===== src/rtl/dcache_bus_pkg.sv =====
// Shared definitions for the D-cache refill path: FSM encodings, AXI constants
// and a constant-evaluable log2 helper for sizing fields.
package dcache_bus_pkg;

  // state | meaning
  // IDLE  | bridge free, rd_rdy=1, waiting for a refill request
  // ADDR  | AR beat presented, waiting for arready
  // DATA  | collecting R beats and forwarding them to the cache
  typedef enum logic [1:0] {
    ST_IDLE = 2'd0,
    ST_ADDR = 2'd1,
    ST_DATA = 2'd2
  } state_e;

  localparam logic [1:0] AXI_BURST_INCR = 2'b01;
  localparam logic [1:0] AXI_RESP_OKAY  = 2'b00;

  // Ceiling log2; clog2(1) = 0.
  function automatic int clog2(input int value);
    int res;
    res = 0;
    for (int i = 0; i < 31; i++) begin
      if ((1 << i) < value) res = i + 1;
    end
    return res;
  endfunction

endpackage


===== src/rtl/dcache_refill_bridge_if.sv =====
// Bus bundles around the refill bridge: the cache-side request/return handshake
// and the AXI4 read-address/read-data channels.

interface dcache_req_if #(
  parameter int ADDR_W = 32,
  parameter int DATA_W = 32
);
  logic              rd_req;
  logic [ADDR_W-1:0] rd_addr;
  logic              rd_rdy;
  logic              ret_valid;
  logic              ret_last;
  logic [DATA_W-1:0] ret_data;
  logic              resp_err;

  // The D-cache FSM drives requests; the bridge answers.
  modport master (
    output rd_req, rd_addr,
    input  rd_rdy, ret_valid, ret_last, ret_data, resp_err
  );
  modport slave (
    input  rd_req, rd_addr,
    output rd_rdy, ret_valid, ret_last, ret_data, resp_err
  );
endinterface

interface axi_rd_if #(
  parameter int ADDR_W = 32,
  parameter int DATA_W = 32,
  parameter int ID_W   = 4
);
  logic [ID_W-1:0]   arid;
  logic [ADDR_W-1:0] araddr;
  logic [7:0]        arlen;
  logic [2:0]        arsize;
  logic [1:0]        arburst;
  logic              arvalid;
  logic              arready;
  logic [ID_W-1:0]   rid;
  logic [DATA_W-1:0] rdata;
  logic [1:0]        rresp;
  logic              rlast;
  logic              rvalid;
  logic              rready;

  // The bridge is the AXI read master; the interconnect is the slave.
  modport master (
    output arid, araddr, arlen, arsize, arburst, arvalid, rready,
    input  arready, rid, rdata, rresp, rlast, rvalid
  );
  modport slave (
    input  arid, araddr, arlen, arsize, arburst, arvalid, rready,
    output arready, rid, rdata, rresp, rlast, rvalid
  );
endinterface


===== src/rtl/dcache_refill_bridge.sv =====
// D-cache refill bridge: turns one line-refill request into one AXI4 INCR read
// burst and streams each returned word back to the cache one cycle later.
module dcache_refill_bridge
  import dcache_bus_pkg::*;
#(
  parameter int LINE_WORDS = 4,
  parameter int DATA_W     = 32,
  parameter int ADDR_W     = 32,
  parameter int ID_W       = 4,
  parameter int AXI_ID     = 1
) (
  input  logic        clk,
  input  logic        rst_n,
  dcache_req_if.slave req,
  axi_rd_if.master    axi
);

  localparam int CNT_W = clog2(LINE_WORDS);
  localparam int OFF_W = clog2(LINE_WORDS * DATA_W / 8);
  localparam logic [CNT_W-1:0] LAST_CNT = CNT_W'(LINE_WORDS - 1);
  localparam logic [ID_W-1:0]  MY_ID    = ID_W'(AXI_ID);

  state_e              state_q, state_d;
  logic [ADDR_W-1:0]   araddr_q, araddr_d;
  logic [CNT_W-1:0]    cnt_q, cnt_d;
  logic                ret_valid_q, ret_valid_d;
  logic                ret_last_q, ret_last_d;
  logic [DATA_W-1:0]   ret_data_q, ret_data_d;
  logic                resp_err_q, resp_err_d;

  logic beat_acc;
  logic beat_last;

  // A beat counts only when it carries our ID; foreign beats are drained silently.
  assign beat_acc  = (state_q == ST_DATA) && axi.rvalid && (axi.rid == MY_ID);
  assign beat_last = (cnt_q == LAST_CNT);

  // Registered state and output holding registers.
  always_ff @(posedge clk or negedge rst_n) begin
    if (!rst_n) begin
      state_q     <= ST_IDLE;
      araddr_q    <= '0;
      cnt_q       <= '0;
      ret_valid_q <= 1'b0;
      ret_last_q  <= 1'b0;
      ret_data_q  <= '0;
      resp_err_q  <= 1'b0;
    end else begin
      state_q     <= state_d;
      araddr_q    <= araddr_d;
      cnt_q       <= cnt_d;
      ret_valid_q <= ret_valid_d;
      ret_last_q  <= ret_last_d;
      ret_data_q  <= ret_data_d;
      resp_err_q  <= resp_err_d;
    end
  end

  // Next-state logic: address latch, beat counting and error tracking.
  always_comb begin
    state_d     = state_q;
    araddr_d    = araddr_q;
    cnt_d       = cnt_q;
    ret_valid_d = 1'b0;
    ret_last_d  = 1'b0;
    ret_data_d  = ret_data_q;
    resp_err_d  = resp_err_q;

    unique case (state_q)
      ST_IDLE: begin
        if (req.rd_req) begin
          araddr_d            = req.rd_addr;
          araddr_d[OFF_W-1:0] = '0;
          cnt_d               = '0;
          state_d             = ST_ADDR;
        end
      end
      ST_ADDR: begin
        if (axi.arready) state_d = ST_DATA;
      end
      ST_DATA: begin
        if (beat_acc) begin
          ret_valid_d = 1'b1;
          ret_data_d  = axi.rdata;
          ret_last_d  = beat_last;
          cnt_d       = cnt_q + CNT_W'(1);
          // A misplaced RLAST is reported but the local count still ends the burst.
          if ((axi.rresp != AXI_RESP_OKAY) || (axi.rlast != beat_last)) resp_err_d = 1'b1;
          if (beat_last) state_d = ST_IDLE;
        end
      end
      default: state_d = ST_IDLE;
    endcase
  end

  assign req.rd_rdy    = (state_q == ST_IDLE);
  assign req.ret_valid = ret_valid_q;
  assign req.ret_last  = ret_last_q;
  assign req.ret_data  = ret_data_q;
  assign req.resp_err  = resp_err_q;

  assign axi.arid    = MY_ID;
  assign axi.araddr  = araddr_q;
  assign axi.arlen   = 8'(LINE_WORDS - 1);
  assign axi.arsize  = 3'(clog2(DATA_W / 8));
  assign axi.arburst = AXI_BURST_INCR;
  assign axi.arvalid = (state_q == ST_ADDR);
  assign axi.rready  = (state_q == ST_DATA);

endmodule

===== src/flat_wrapper.sv =====
// flat-port wrapper written by rule: the top's interface ports become plain ports
module dcache_refill_bridge_flat import dcache_bus_pkg::*;
#(
  parameter int LINE_WORDS = 4,
  parameter int DATA_W     = 32,
  parameter int ADDR_W     = 32,
  parameter int ID_W       = 4,
  parameter int AXI_ID     = 1
)
  (clk, rst_n, req_rd_req, req_rd_addr, req_rd_rdy, req_ret_valid, req_ret_last, req_ret_data, req_resp_err, axi_arid, axi_araddr, axi_arlen, axi_arsize, axi_arburst, axi_arvalid, axi_rready, axi_arready, axi_rid, axi_rdata, axi_rresp, axi_rlast, axi_rvalid);
  dcache_req_if #(.ADDR_W(ADDR_W), .DATA_W(DATA_W)) req_i ();
  axi_rd_if #(.ADDR_W(ADDR_W), .DATA_W(DATA_W), .ID_W(ID_W)) axi_i ();
  input  logic clk;
  input  logic rst_n;
  input wire logic [$bits(req_i.rd_req)-1:0] req_rd_req;
  input wire logic [$bits(req_i.rd_addr)-1:0] req_rd_addr;
  output wire logic [$bits(req_i.rd_rdy)-1:0] req_rd_rdy;
  output wire logic [$bits(req_i.ret_valid)-1:0] req_ret_valid;
  output wire logic [$bits(req_i.ret_last)-1:0] req_ret_last;
  output wire logic [$bits(req_i.ret_data)-1:0] req_ret_data;
  output wire logic [$bits(req_i.resp_err)-1:0] req_resp_err;
  output wire logic [$bits(axi_i.arid)-1:0] axi_arid;
  output wire logic [$bits(axi_i.araddr)-1:0] axi_araddr;
  output wire logic [$bits(axi_i.arlen)-1:0] axi_arlen;
  output wire logic [$bits(axi_i.arsize)-1:0] axi_arsize;
  output wire logic [$bits(axi_i.arburst)-1:0] axi_arburst;
  output wire logic [$bits(axi_i.arvalid)-1:0] axi_arvalid;
  output wire logic [$bits(axi_i.rready)-1:0] axi_rready;
  input wire logic [$bits(axi_i.arready)-1:0] axi_arready;
  input wire logic [$bits(axi_i.rid)-1:0] axi_rid;
  input wire logic [$bits(axi_i.rdata)-1:0] axi_rdata;
  input wire logic [$bits(axi_i.rresp)-1:0] axi_rresp;
  input wire logic [$bits(axi_i.rlast)-1:0] axi_rlast;
  input wire logic [$bits(axi_i.rvalid)-1:0] axi_rvalid;
  assign req_i.rd_req = req_rd_req;
  assign req_i.rd_addr = req_rd_addr;
  assign req_rd_rdy = req_i.rd_rdy;
  assign req_ret_valid = req_i.ret_valid;
  assign req_ret_last = req_i.ret_last;
  assign req_ret_data = req_i.ret_data;
  assign req_resp_err = req_i.resp_err;
  assign axi_arid = axi_i.arid;
  assign axi_araddr = axi_i.araddr;
  assign axi_arlen = axi_i.arlen;
  assign axi_arsize = axi_i.arsize;
  assign axi_arburst = axi_i.arburst;
  assign axi_arvalid = axi_i.arvalid;
  assign axi_rready = axi_i.rready;
  assign axi_i.arready = axi_arready;
  assign axi_i.rid = axi_rid;
  assign axi_i.rdata = axi_rdata;
  assign axi_i.rresp = axi_rresp;
  assign axi_i.rlast = axi_rlast;
  assign axi_i.rvalid = axi_rvalid;
  dcache_refill_bridge #(.LINE_WORDS(LINE_WORDS), .DATA_W(DATA_W), .ADDR_W(ADDR_W), .ID_W(ID_W), .AXI_ID(AXI_ID)) u_core (.clk(clk), .rst_n(rst_n), .req(req_i), .axi(axi_i));
endmodule

===== config.mk =====
export PLATFORM = sky130hd
export DESIGN_NAME = dcache_refill_bridge_flat
export DESIGN_NICKNAME = d
export VERILOG_FILES = /design/src/rtl/dcache_bus_pkg.sv /design/src/rtl/dcache_refill_bridge_if.sv /design/src/rtl/dcache_refill_bridge.sv /design/src/flat_wrapper.sv
export SDC_FILE = /design/constraint.sdc
export NUM_CORES = 1
export LEC_CHECK = 0
export CORE_UTILIZATION = 34
export DETAILED_ROUTE_END_ITERATION = 12
export PLACE_DENSITY = 0.77
export SLEW_MARGIN = 20
export SYNTH_ARGS = -nofsm -noshare
export SYNTH_HDL_FRONTEND = slang
export SYNTH_SLANG_ARGS = --single-unit

===== constraint.sdc =====
create_clock -name clk -period 1.66 [get_ports clk]
set_input_delay 0.332 -clock clk [delete_from_list [all_inputs] [get_ports clk]]
set_output_delay 0.332 -clock clk [all_outputs]
set_load 0.1 [all_outputs]

======== Word level (Yosys, flattened, before mapping) ========
Index checks and enable logic that the tools add are counted.
storage, ports and cells
  register bits ........................... 67
  logic and storage cells ................. 40
  output and inout bits ................... 87
operators by class
  mux-type cells .......................... 12
  equal/unequal tests ..................... 9
  add/subtract/negate cells ............... 1
  reductions and logical operators ........ 11
operator list
  operator               count
  $mux W2                6
  $ne A2 B1 Y1 const B   3
  $pmux W2 S3            1
  $reduce_and A3 Y1      2
  $eq A2 B2 Y1 const B   2
  $eq A4 B1 Y1 const B   1
  $mux W1                4
  $pmux W2 S2            1
  $reduce_and A2 Y1      2
  $reduce_and A4 Y1      1
  $reduce_bool A2 Y1     2
  $add A2 B1 Y2 const B  1
  $eq A2 B1 Y1 const B   1
  $logic_and A1 B1 Y1    2
  $logic_not A2 Y1       1
  $ne A2 B2 Y1 const B   1
  $logic_or A1 B1 Y1     1
  $ne A1 B1 Y1           1

======== Logic depth before layout (Yosys ltp) ========
  depth after elaboration ................. 5
  gate-level depth with buffers ........... 5
  mapped depth without buffers ............ 4

======== Least setup slack after synthesis ========
OpenSTA, ideal clock, no wires.
  kind .................................... register to output
  start ................................... register u_core.state_q[1]
  end ..................................... output port axi_arvalid
  cell stages (with the launch flop) ...... 2
  path buffers ............................ 0
  arrival time ............................ 1.804 ns
  setup slack ............................. -0.476 ns
  data required time ...................... 1.328 ns
  cell sequence ........................... dfrtp_1 nor2b_1
on the way
  cells in the longest elaborated chain, start to end .. 1
RTL lines
  item                    RTL line                     source
  from (decl)             dcache_refill_bridge.sv:23   state_e state_q, state_d;
  from (signal assigned)  dcache_refill_bridge.sv:49   state_q <= state_d;
  $eq A2 B1 Y1            dcache_refill_bridge.sv:107  assign axi.arvalid = (state_q == ST_ADDR);
  to (decl)               flat_wrapper.sv:27           output wire logic [$bits(axi_i.arvalid)-1:0] axi_arvalid;
No other way between the ends.

======== Final worst setup path ========
  start ................................... register u_core.state_q[0]
  end ..................................... output port axi_rready
on the way
  cells in the longest elaborated chain, start to end .. 1
RTL lines
  item          RTL line                     source
  $eq A2 B2 Y1  dcache_refill_bridge.sv:108  assign axi.rready = (state_q == ST_DATA);
  to (decl)     flat_wrapper.sv:28           output wire logic [$bits(axi_i.rready)-1:0] axi_rready;
No other way between the ends.

==> flow_summary.json <==
{
  "hold_start": "axi_rvalid",
  "vias": 1978,
  "nNetsFinal": 413,
  "grt_util_all_layers_pct": 16.25,
  "synthToLayoutAreaGrowth_pct": 86.71,
  "diodes": 0,
  "remaining_drc_errors": 0,
  "fin_crit_ns": 1.695,
  "hold_slack_ns": 0.4575,
  "final_util_pct": 65.15,
  "worst_slew_pin_slew_ns": 0.5603,
  "synthCells": 178,
  "rsz0062_at_grt": "true",
  "cp-end-kind": "output port",
  "final-hold-violation-count": 0,
  "final_cell_mix": "buf_12 (70), clkdlybuf4s50_1 (68), dfrtp_1 (67), mux2_2 (34), mux2_4 (27)",
  "start_util_pct": 34.89,
  "grt.overflow.total": 0,
  "ant_nets": 0,
  "first_pass_iters": 4,
  "die_h_um": 93.60,
  "fin_skew_ns": 0.009014,
  "dieArea_um2": 8761,
  "reg2reg_to": "u_core.req.ret_data[26]",
  "wl_met2_um": 3694,
  "cp.arrival_ns": 1.36,
  "avgRoutedWirePerCell_um": 16.05,
  "grt_antenna_before_repair": 0,
  "syn-cell-area_um2": 2853,
  "dp_hpwl_um": 4959,
  "drt-vias-per-instance": 4.435,
  "ys_warn_count": 0,
  "violations": "negative setup slack",
  "die-width_um": 93.60,
  "startpoint_type": "register",
  "crit_type": "register to output port",
  "ys_seq_area_share_pct": 58.77,
  "rows": 33,
  "clk_latency_ns": 0.34,
  "layout-drive-gt1-share_pct": 49.27,
  "ys_seq_elements": 67,
  "final_common_cell": "buf_12",
  "placed_area_um2": 4965,
  "holdPathStages": 4,
  "hp-class": "primary input to register",
  "grt_max_degree": 27,
  "fin_area_um2": 5326,
  "synth.distinct_cells": 25,
  "cap_viol_max_count": 0,
  "io_buffers": 137,
  "num_io_pins": 163,
  "drt-total-wl_um": 7157,
  "htree_levels": 3,
  "timing.slew.headroom_pct": 62.65,
  "cts-root-buf": "clkbuf_8",
  "clk_pin_slew_ns": 0.07,
  "setup_viol": 25,
  "grt_pass1_wl_um": 10690,
  "status": "finished with violations",
  "cts_sinks": 67,
  "cts_inserted_buffers": 9,
  "gp_congestion": 0.6746,
  "grt_pass1_vias": 2122,
  "coreArea_um2": 8175,
  "r2r_setup_slack_ns": -0.03,
  "cts_tree": "done",
  "setup_ws_ns": -0.03513,
  "highest_layer": "met4",
  "period_share_pct": 102.1,
  "final_max_slew_viol_count": 0,
  "dr_wl_met3_um": 625,
  "fmax_mhz": 589.9,
  "drtIter0Drc": 49,
  "cp.required_ns": 1.33,
  "cts_buffer_depth": 2,
  "hold_end": "u_core.req.ret_last",
  "ff2ff_path_depth": 4,
  "wirelength_met1_um": 2756,
  "r2r-start": "u_core.state_q[0]",
  "avgSynthCellArea_um2": 16.03,
  "cp_max_fo": 4
}
==> how the worst max path moves through the flow <==
stage | startpoint | to | slack, ns
floorplan | u_core.state_q[0] | u_core.req.ret_data[0] | 0.02
global placement | axi_rid[2] | u_core.req.ret_data[12] | -0.42
detailed placement | axi_rid[2] | u_core.req.ret_data[3] | -0.46
CTS | u_core.state_q[0] | u_core.req.ret_data[9] | -0.03
global route | u_core.state_q[0] | axi_rready | -0.09
finish | u_core.state_q[0] | axi_rready | -0.04
==> cell usage after synthesis <==
library cell / number / area share (%)
nor4b_1: 1 / 0.31
nor3b_1: 1 / 0.26
or2b_1: 1 / 0.26
buf_8: 1 / 0.53
o2bb2ai_1: 1 / 0.31
conb_1: 2 / 0.26
nor2b_1: 2 / 0.44
inv_1: 3 / 0.39
xor2_1: 1 / 0.31
nand2b_1: 2 / 0.44
nor3_1: 1 / 0.18
o21bai_1: 1 / 0.26
mux2_2: 34 / 13
dfrtp_1: 67 / 59
buf_12: 2 / 1.4
nor2_1: 1 / 0.13
buf_2: 3 / 0.53
a21o_1: 1 / 0.26
ha_1: 1 / 0.44
mux2_4: 27 / 14
buf_6: 1 / 0.39
nand4bb_1: 1 / 0.39
or3_1: 1 / 0.22
buf_4: 21 / 5.5
mux2i_1: 1 / 0.35
==> kinds of logic (layout without fill, tap and decap cells) <==
kind of cell / Yosys count / after routing / synth area share [%]
fa+ha+maj: 1 / 1 / 0.4385
compound gates: 3 / 3 / 0.8336
mux: 62 / 62 / 27.98
xor+xnor: 1 / 1 / 0.3071
other cells: 2 / 21 / 0.2633
buf+inv: 31 / 175 / 8.772
flops: 67 / 67 / 58.77
simple gates: 11 / 11 / 2.632
==> area by class of cell <==
| cell class | instances | area, um2 |
|---|---|---|
| fillers | 576 | 2849 |
| repair buffers | 156 | 2290 |
| flip-flops and latches | 67 | 1677 |
| multi-input cells | 99 | 1040 |
| well taps | 105 | 131.4 |
| clock buffers | 9 | 123.9 |
| clock inverters | 7 | 53.80 |
| inverters | 3 | 11.26 |
==> state kept, by name (all words and copies together), names as in the netlist <==
signal and flops:
u_core.req.ret_data 32, u_core.axi.araddr 28, u_core.cnt_q 2, u_core.state_q 2, u_core.req.resp_err 1, u_core.req.ret_last 1
u_core.req.ret_valid 1
==> worst max-delay path: stages (launching register included) <==
cell	delay, ns
dfrtp_1	0.41
buf_6	0.13
or2b_1	0.25
inv_2	0.08
buf_12	0.17
==> routing by layer <==
metal	vias up	track usage, %
li1	881	-
met1	987	18.46
met2	99	27.82
met3	11	6.179
met4	0	5.769
met5	-	0
==> through the flow <==
stage / cells / TNS [ns] / setup WS, ns
after floorplan: 197 / 0 / 0.01515
after global placement: 419 / -16.06 / -0.4213
after detailed placement: 419 / -17.95 / -0.4634
after CTS: 440 / -0.4068 / -0.03153
after global routing: 446 / -1.938 / -0.08550
final: 446 / -0.4273 / -0.03513
==> what timing repair did <==
item,in CTS,in global routing
hold buffers,1,0
cloned,1,3
pin swaps,1,2
setup buffers,3,3
hold endpoints to repair,20,0
endpoints found under the setup margin,34,53
resized for setup,4,5
Power is left out: the tool's default activity adds up to more than one toggle a clock period on the data nets, which glitch-free logic cannot reach.
